$ cat src/rtl/tlp_tx_arb.sv
// Packet-granular round-robin arbiter merging two TLP streams onto the PCIe core TX port,
// with stall-triggered discontinue and power-down (turn-off) handshake.
module tlp_tx_arb #(
  parameter int STALL_LIMIT = 32,
  parameter int DSC_CNT_W   = 16
) (
  input  logic                 user_clk,
  input  logic                 sys_rst_n,
  input  logic [63:0]          src0_tdata,
  input  logic [7:0]           src0_tkeep,
  input  logic                 src0_tlast,
  input  logic                 src0_tvalid,
  output logic                 src0_tready,
  input  logic [63:0]          src1_tdata,
  input  logic [7:0]           src1_tkeep,
  input  logic                 src1_tlast,
  input  logic                 src1_tvalid,
  output logic                 src1_tready,
  input  logic                 s_axis_tx_tready,
  output logic [63:0]          s_axis_tx_tdata,
  output logic [7:0]           s_axis_tx_tkeep,
  output logic                 s_axis_tx_tlast,
  output logic                 s_axis_tx_tvalid,
  output logic                 tx_src_dsc,
  input  logic                 cfg_to_turnoff,
  output logic                 cfg_turnoff_ok,
  output logic [1:0]           grant,
  output logic [DSC_CNT_W-1:0] dsc_count
);

  localparam int STALL_W = $clog2(STALL_LIMIT + 1);
  localparam logic [STALL_W-1:0] STALL_MAX = STALL_W'(STALL_LIMIT);

  typedef enum logic [2:0] {
    IDLE, GRANT0, GRANT1, DSC, DROP0, DROP1, TURNOFF
  } state_t;

  state_t               state, state_nxt;
  logic                 last_grant, last_grant_nxt;
  logic                 dsc_src, dsc_src_nxt;
  logic                 beat_seen, beat_seen_nxt;
  logic [STALL_W-1:0]   stall_cnt, stall_cnt_nxt;
  logic [DSC_CNT_W-1:0] dsc_cnt_nxt;

  // Source currently owning the TX port while in a GRANT state.
  logic        cur_src;
  logic [63:0] cur_tdata;
  logic [7:0]  cur_tkeep;
  logic        cur_tlast;
  logic        cur_tvalid;

  assign cur_src    = (state == GRANT1);
  assign cur_tdata  = cur_src ? src1_tdata  : src0_tdata;
  assign cur_tkeep  = cur_src ? src1_tkeep  : src0_tkeep;
  assign cur_tlast  = cur_src ? src1_tlast  : src0_tlast;
  assign cur_tvalid = cur_src ? src1_tvalid : src0_tvalid;

  always_ff @(posedge user_clk or negedge sys_rst_n) begin
    if (!sys_rst_n) begin
      state      <= IDLE;
      last_grant <= 1'b1;
      dsc_src    <= 1'b0;
      beat_seen  <= 1'b0;
      stall_cnt  <= '0;
      dsc_count  <= '0;
    end else begin
      state      <= state_nxt;
      last_grant <= last_grant_nxt;
      dsc_src    <= dsc_src_nxt;
      beat_seen  <= beat_seen_nxt;
      stall_cnt  <= stall_cnt_nxt;
      dsc_count  <= dsc_cnt_nxt;
    end
  end

  always_comb begin
    state_nxt        = state;
    last_grant_nxt   = last_grant;
    dsc_src_nxt      = dsc_src;
    beat_seen_nxt    = beat_seen;
    stall_cnt_nxt    = stall_cnt;
    dsc_cnt_nxt      = dsc_count;
    s_axis_tx_tdata  = '0;
    s_axis_tx_tkeep  = '0;
    s_axis_tx_tlast  = 1'b0;
    s_axis_tx_tvalid = 1'b0;
    tx_src_dsc       = 1'b0;
    src0_tready      = 1'b0;
    src1_tready      = 1'b0;
    cfg_turnoff_ok   = 1'b0;
    grant            = 2'b00;

    case (state)
      IDLE: begin
        stall_cnt_nxt = '0;
        beat_seen_nxt = 1'b0;
        if (cfg_to_turnoff) begin
          state_nxt = TURNOFF;
        end else if (src0_tvalid && (!src1_tvalid || last_grant)) begin
          state_nxt = GRANT0;
        end else if (src1_tvalid) begin
          state_nxt = GRANT1;
        end
      end

      GRANT0, GRANT1: begin
        s_axis_tx_tdata  = cur_tdata;
        s_axis_tx_tkeep  = cur_tkeep;
        s_axis_tx_tlast  = cur_tlast;
        s_axis_tx_tvalid = cur_tvalid;
        src0_tready      = !cur_src && s_axis_tx_tready;
        src1_tready      = cur_src && s_axis_tx_tready;
        grant            = cur_src ? 2'b10 : 2'b01;
        if (cur_tvalid) begin
          stall_cnt_nxt = '0;
          if (s_axis_tx_tready) begin
            beat_seen_nxt = 1'b1;
            if (cur_tlast) begin
              state_nxt      = IDLE;
              last_grant_nxt = cur_src;
            end
          end
        end else if (stall_cnt >= STALL_MAX - 1'b1) begin
          // A packet that never started is simply released; a started one must be terminated.
          stall_cnt_nxt  = STALL_MAX;
          last_grant_nxt = cur_src;
          dsc_src_nxt    = cur_src;
          state_nxt      = beat_seen ? DSC : IDLE;
        end else begin
          stall_cnt_nxt = stall_cnt + 1'b1;
        end
      end

      DSC: begin
        s_axis_tx_tvalid = 1'b1;
        s_axis_tx_tlast  = 1'b1;
        s_axis_tx_tkeep  = 8'hFF;
        tx_src_dsc       = 1'b1;
        if (s_axis_tx_tready) begin
          if (dsc_count != '1) dsc_cnt_nxt = dsc_count + 1'b1;
          state_nxt = dsc_src ? DROP1 : DROP0;
        end
      end

      DROP0: begin
        src0_tready = 1'b1;
        grant       = 2'b01;
        if (src0_tvalid && src0_tlast) state_nxt = IDLE;
      end

      DROP1: begin
        src1_tready = 1'b1;
        grant       = 2'b10;
        if (src1_tvalid && src1_tlast) state_nxt = IDLE;
      end

      TURNOFF: begin
        cfg_turnoff_ok = 1'b1;
        if (!cfg_to_turnoff) state_nxt = IDLE;
      end

      default: state_nxt = IDLE;
    endcase
  end

endmodule

$ cat config.mk
export PLATFORM = sky130hd
export DESIGN_NAME = tlp_tx_arb
export DESIGN_NICKNAME = d
export VERILOG_FILES = /design/src/rtl/tlp_tx_arb.sv
export SDC_FILE = /design/constraint.sdc
export NUM_CORES = 1
export LEC_CHECK = 0
export ABC_AREA = 1
export CAP_MARGIN = 20
export CORE_ASPECT_RATIO = 0.5
export CORE_MARGIN = 2
export CORE_UTILIZATION = 29
export CTS_CLUSTER_SIZE = 16
export DETAILED_ROUTE_END_ITERATION = 7
export PLACE_DENSITY_LB_ADDON = 0.05
export SYNTH_ARGS = -nofsm -noshare
export SYNTH_HDL_FRONTEND = slang
export SYNTH_SLANG_ARGS = --single-unit
export TNS_END_PERCENT = 10
$ cat constraint.sdc
create_clock -name user_clk -period 1.55 [get_ports user_clk]
set_input_delay 0.2325 -clock user_clk [delete_from_list [all_inputs] [get_ports user_clk]]
set_output_delay 0.2325 -clock user_clk [all_outputs]
set_load 0.02 [all_outputs]
== Word level (Yosys, flattened, before mapping) ==
Cells that the tools add are included.
Widths: inputs -> output; s select.

* Register bits after elaboration: 28
* Bits of input ports: 152
* Output and inout port bits: 96
* Word-level logic and storage cells: 84

* Add/subtract/negate cells: 2
* $lt $le $gt $ge: 1
* Equal/unequal tests: 19
* Mux-type cells: 38
* Bitwise operators: 1
* Reduce and logical (&&, ||, !) cells: 17

{| class="wikitable"
|+ Operators with widths
! cell !! number
|-
| $mux 64 || 2
|-
| $mux 3 || 11
|-
| $pmux 3 s6 || 1
|-
| $add 16x1->16 const B || 1
|-
| $ne 16x16->1 const B || 1
|-
| $ne 2x2->1 const B || 8
|-
| $pmux 8 s2 || 1
|-
| $mux 6 || 2
|-
| $pmux 6 s2 || 1
|-
| $mux 1 || 11
|-
| $pmux 1 s2 || 5
|-
| $eq 3x3->1 const B || 3
|-
| $ne 3x3->1 const B || 3
|-
| $reduce_and 3->1 || 3
|-
| $mux 8 || 1
|-
| $reduce_and 8->1 || 1
|-
| $add 6x1->6 const B || 1
|-
| $eq 3x2->1 const B || 2
|-
| $ge 6x5->1 const B || 1
|-
| $pmux 2 s3 || 1
|-
| $logic_and 1x1->1 || 5
|-
| $mux 2 || 2
|-
| $ne 4x4->1 const B || 1
|-
| $reduce_and 4->1 || 1
|-
| other kinds (7) || 9
|}

== Depth between registers and ports, before layout ==
* Depth after elaboration: 6
* Depth in mapped cells: 10
* Gate-level depth less buffers: 10

== Worst setup path after synthesis ==
No wires, ideal clock.

* Path kind: register -> output
* Start: register state[2]
* End: output s_axis_tx_tkeep[0]
* Data arrival time: 1.564 ns
* Required time: 1.317 ns
* Path slack: -0.246 ns
* Cell stages (with the launch flop): 7
* Path buffers: 1
* Cells stage by stage: dfrtp_1 inv_2 nand2_2 nor2_4 buf_2 o21ai_0 o21ai_0

* Cells in the longest elaborated chain, start to end: 3
* Elaborated cells on any way between the ends: 6
* Those cells by class: 3 x eq/ne; 2 x mux; 1 x reduce/logical

{| class="wikitable"
|+ RTL lines
! element !! RTL line !! text
|-
| from (decl) || 38 || <nowiki>state_t state, state_nxt;</nowiki>
|-
| from (signal assigned) || 67 || <nowiki>state <= state_nxt;</nowiki>
|-
| $eq 3x2->1 or $eq 3x1->1 (tied branches) || 52, 93 ||
|-
| $mux 8 or $reduce_or 2->1 (tied branches) || 54, 93 ||
|-
| $pmux 8 s2 * || 93 || <nowiki>case (state)</nowiki>
|-
| to (decl) || 21 || <nowiki>output logic [7:0] s_axis_tx_tkeep,</nowiki>
|}

Mark *: on every way between the ends. The rest lies on a longest branch, timed or not.

== Worst setup path after layout ==
* Start: register state[0]
* End: output s_axis_tx_tkeep[7]

Same word-level chain as after synthesis.

==> out/metrics.cfg <==
[outcome]
status=finished, violations left
violations=setup timing

[synthesis]
synthCells=487
ys_ff_latch=28
synth_warnings=0
yosys.cell_types.count=31
avgSynthCellArea_sq_um=5.82
yosysSeqAreaShare_pct=24.8
synth_top_area_share_pct=28.3
synth_fp_nets=641
yosysTopAreaCell=nand2_1
synth_area_sq_um=2830
ys_top_cells_by_area=nand2_1 28%, dfrtp_1 24%, a21oi_1 11%

[worst_setup_path]
slowest_stage=dfrtp_1
path_buf_inv=4
crit_cells=7
reg2reg_setup_slack_ns=-0.15
critPathMaxStageDelay_ns=0.43
crit_family=buffers and inverters
r2r_cells=11
cp_cell_sequence=inv_2, nand3_4, clkinv_8, buf_16, o21ai_1, o21ai_2, buf_6
cp.arrival_ns=1.58
worstReg2RegStart=state[0]
startpoint_type=flip-flop
crit_end=s_axis_tx_tkeep[7]
endpoint_kind=output port
crit_fanout=15
crit_type=reg -> out
required_ns=1.32
startpoint=state[0]
timing.rr.end=state[1]

[cells_and_area]
final_common_cell=nand2_1
nNetsFinal=935
final_cell_mix=205 x nand2_1, 154 x clkdlybuf4s50_1, 92 x buf_4
n_fill_cell=862
syn_to_final_growth_pct=126
antennaDiodeCount=0
drive_gt1_share_pct=33.8
design_area_sq_um=6420

[pwr]
clkPwrFrac_pct=6.6
p_int_w=0.00583
p_seq_share_pct=9.0
leakage_nw=2.88
combinationalPowerShare_pct=84.4
power_switching_w=0.00598
power_switching_share_pct=50.6
vdd_ir_drop_max_mv=0.894
cellPowerDensity_nw_per_um2=1840
p_total_w=0.0118

[timing]
max-slew-margin-rel_pct=75.1
skew_ns=0.00272
finalCritPeriodShare_pct=117
worstMarginPinSlew_ns=0.373
layout_min_cycle_time_ns=1.82
rsz0062_at_grt=true
slew_viol_final=0
finalHoldViolCount=0
finalSetupTns_ns=-17.67
fin_ws_ns=-0.267
finalSetupViolations=81
max_freq_mhz=551

[job]
cap_violations=0

[routing]
wire_per_inst_um=14.8
drc=0
via_per_inst=4.69
vias=4287
dr.pass1.iters=4
drt_iter0_drc=155
ant_nets=0
totalWireLength_um=13500

[worst_hold_path]
hold_class=in -> async

[clock_network]
clk_latency_ns=0.26
clock_path_buffers=2
cts_max_level=1
clk_pin_slew_worst_paths_ns=0.07
cts_buffers=3
cts_sinks=28
cts_hold_buf=0
cts_root_buffer=clkbuf_16
cts_tree=done

[global_routing]
grt.total_usage_pct=24.7
grt_max_degree=29
overflow=0
grt_pass1_vias=4231
grt_pass1_wl_um=20800
antenna_found_initial=0

[die]
die_w_um=144
initial_core_util_pct=29.9
io_pins=248
die_y_um=73.9
core_sq_um=9480
dieArea_sq_um=10600
num_rows=25

[placement]
pre_cts_ws_ns=-0.511
gp_congestion=0.905
io_buffers=247
place_area_sq_um=6110
hpwl_um=10900

-- worst reg2reg max path, stage by stage, from the launching register on --
cell,delay [ns]
dfrtp_1,0.43
inv_2,0.08
nand3_4,0.13
buf_6,0.18
nand2_1,0.06
nand2_1,0.12
buf_4,0.15
nor2_1,0.05
nor2_2,0.15
nand2_1,0.10
nand2_1,0.07
nand2_1,0.07
-- stage by stage --
step / cells / utilization [%] / hold slack, ns
final: 915 / 67.7 / 0.346
after global routing: 915 / 67.7 / 0.390
after CTS: 913 / 64.6 / 0.355
after detailed placement: 907 / 64.4 / 0.471
after global placement: 907 / 64.4 / 0.461
after floorplan: 487 / - / -0.0631
-- how the worst min path moves through the flow --
stage | to | slack, ns | cells after the start
3_5_place_dp | last_grant | 0.47 | 2
3_3_place_gp | last_grant | 0.46 | 2
4_1_cts | dsc_count[2] | 0.36 | 2
2_1_floorplan | beat_seen | -0.06 | 0
6_report | dsc_count[2] | 0.35 | 2
5_1_grt | dsc_count[2] | 0.39 | 2
-- metal layers --
layer  up-vias  wire length [um]  global-route usage, %
met1      1944              5250                   28.2
met5         -                 0                      0
li1       2156                 -                      -
met3        34              1080                   7.11
met2       153              6800                   45.0
met4         0               403                   8.71
-- power by group through the flow --
| stage | Sequential [W] | Clock (W) | Combinational, W |
|---|---|---|---|
| 2_1_floorplan | 0.00121 | 0 | 0.00486 |
| 3_3_place_gp | 0.00105 | 0 | 0.00938 |
| 3_5_place_dp | 0.00106 | 0 | 0.00940 |
| 4_1_cts | 0.00105 | 0.000791 | 0.00932 |
| 5_1_grt | 0.00109 | 0.000807 | 0.0107 |
| 6_report | 0.00106 | 0.000779 | 0.00996 |
-- synthesized netlist by cell type --
| cell | n |
|---|---|
| clkbuf_1 | 8 |
| and2_1 | 1 |
| buf_1 | 1 |
| nor2_1 | 29 |
| buf_4 | 8 |
| nand2_1 | 214 |
| o21ai_0 | 24 |
| xnor2_1 | 8 |
| nand4_1 | 2 |
| o22ai_1 | 1 |
| a21oi_1 | 65 |
| nor3_1 | 8 |
| xor2_1 | 8 |
| o21ai_1 | 8 |
| buf_2 | 8 |
| dfrtp_1 | 27 |
| dfstp_2 | 1 |
| a2bb2oi_1 | 1 |
| o21a_1 | 1 |
| nand3_1 | 22 |
| inv_2 | 6 |
| nand3_4 | 2 |
| nand2_2 | 2 |
| nor2_4 | 2 |
| nand3_2 | 2 |
| nor2_2 | 3 |
| ha_1 | 2 |
| o21ai_2 | 3 |
| inv_1 | 18 |
| buf_6 | 1 |
| o211ai_1 | 1 |
-- state kept, by name, indices dropped and copies added, names as in the netlist --
register / count
beat_seen: 1
dsc_src: 1
state: 3
last_grant: 1
dsc_count: 16
stall_cnt: 6
-- kinds of logic (layout without fill, tap and decap cells) --
group	count (synthesis)	count (layout)	synth area share, %
AO/OA/AOI/OAI	104	104	19.1
XOR/XNOR	16	16	4.95
adder cells (fa/ha/maj)	2	2	0.883
buffers and inverters	50	343	8.30
flip-flops	28	28	24.8
AND/OR/NAND/NOR	287	287	42.0
-- what timing repair did --
item | in CTS | in global routing
buffers inserted | 1 | 1
pin swaps | 3 | 5
cloned | 1 | 1
gates resized for setup | 404 | 78
setup endpoints to repair | 113 | 108
endpoints found under the hold margin | 0 | 0
-- area by class of cell --
class	instances	area, sq um	share of cell area (%)
inverters	24	108	1.68
multi-input cells	409	2260	35.2
clock inverters	1	30.0	0.468
clock buffers	3	75.1	1.17
flip-flops and latches	28	707	11.0
well taps	135	169	2.63
repair buffers	315	3070	47.9
Note: power is estimated with default switching activity, not from simulation.
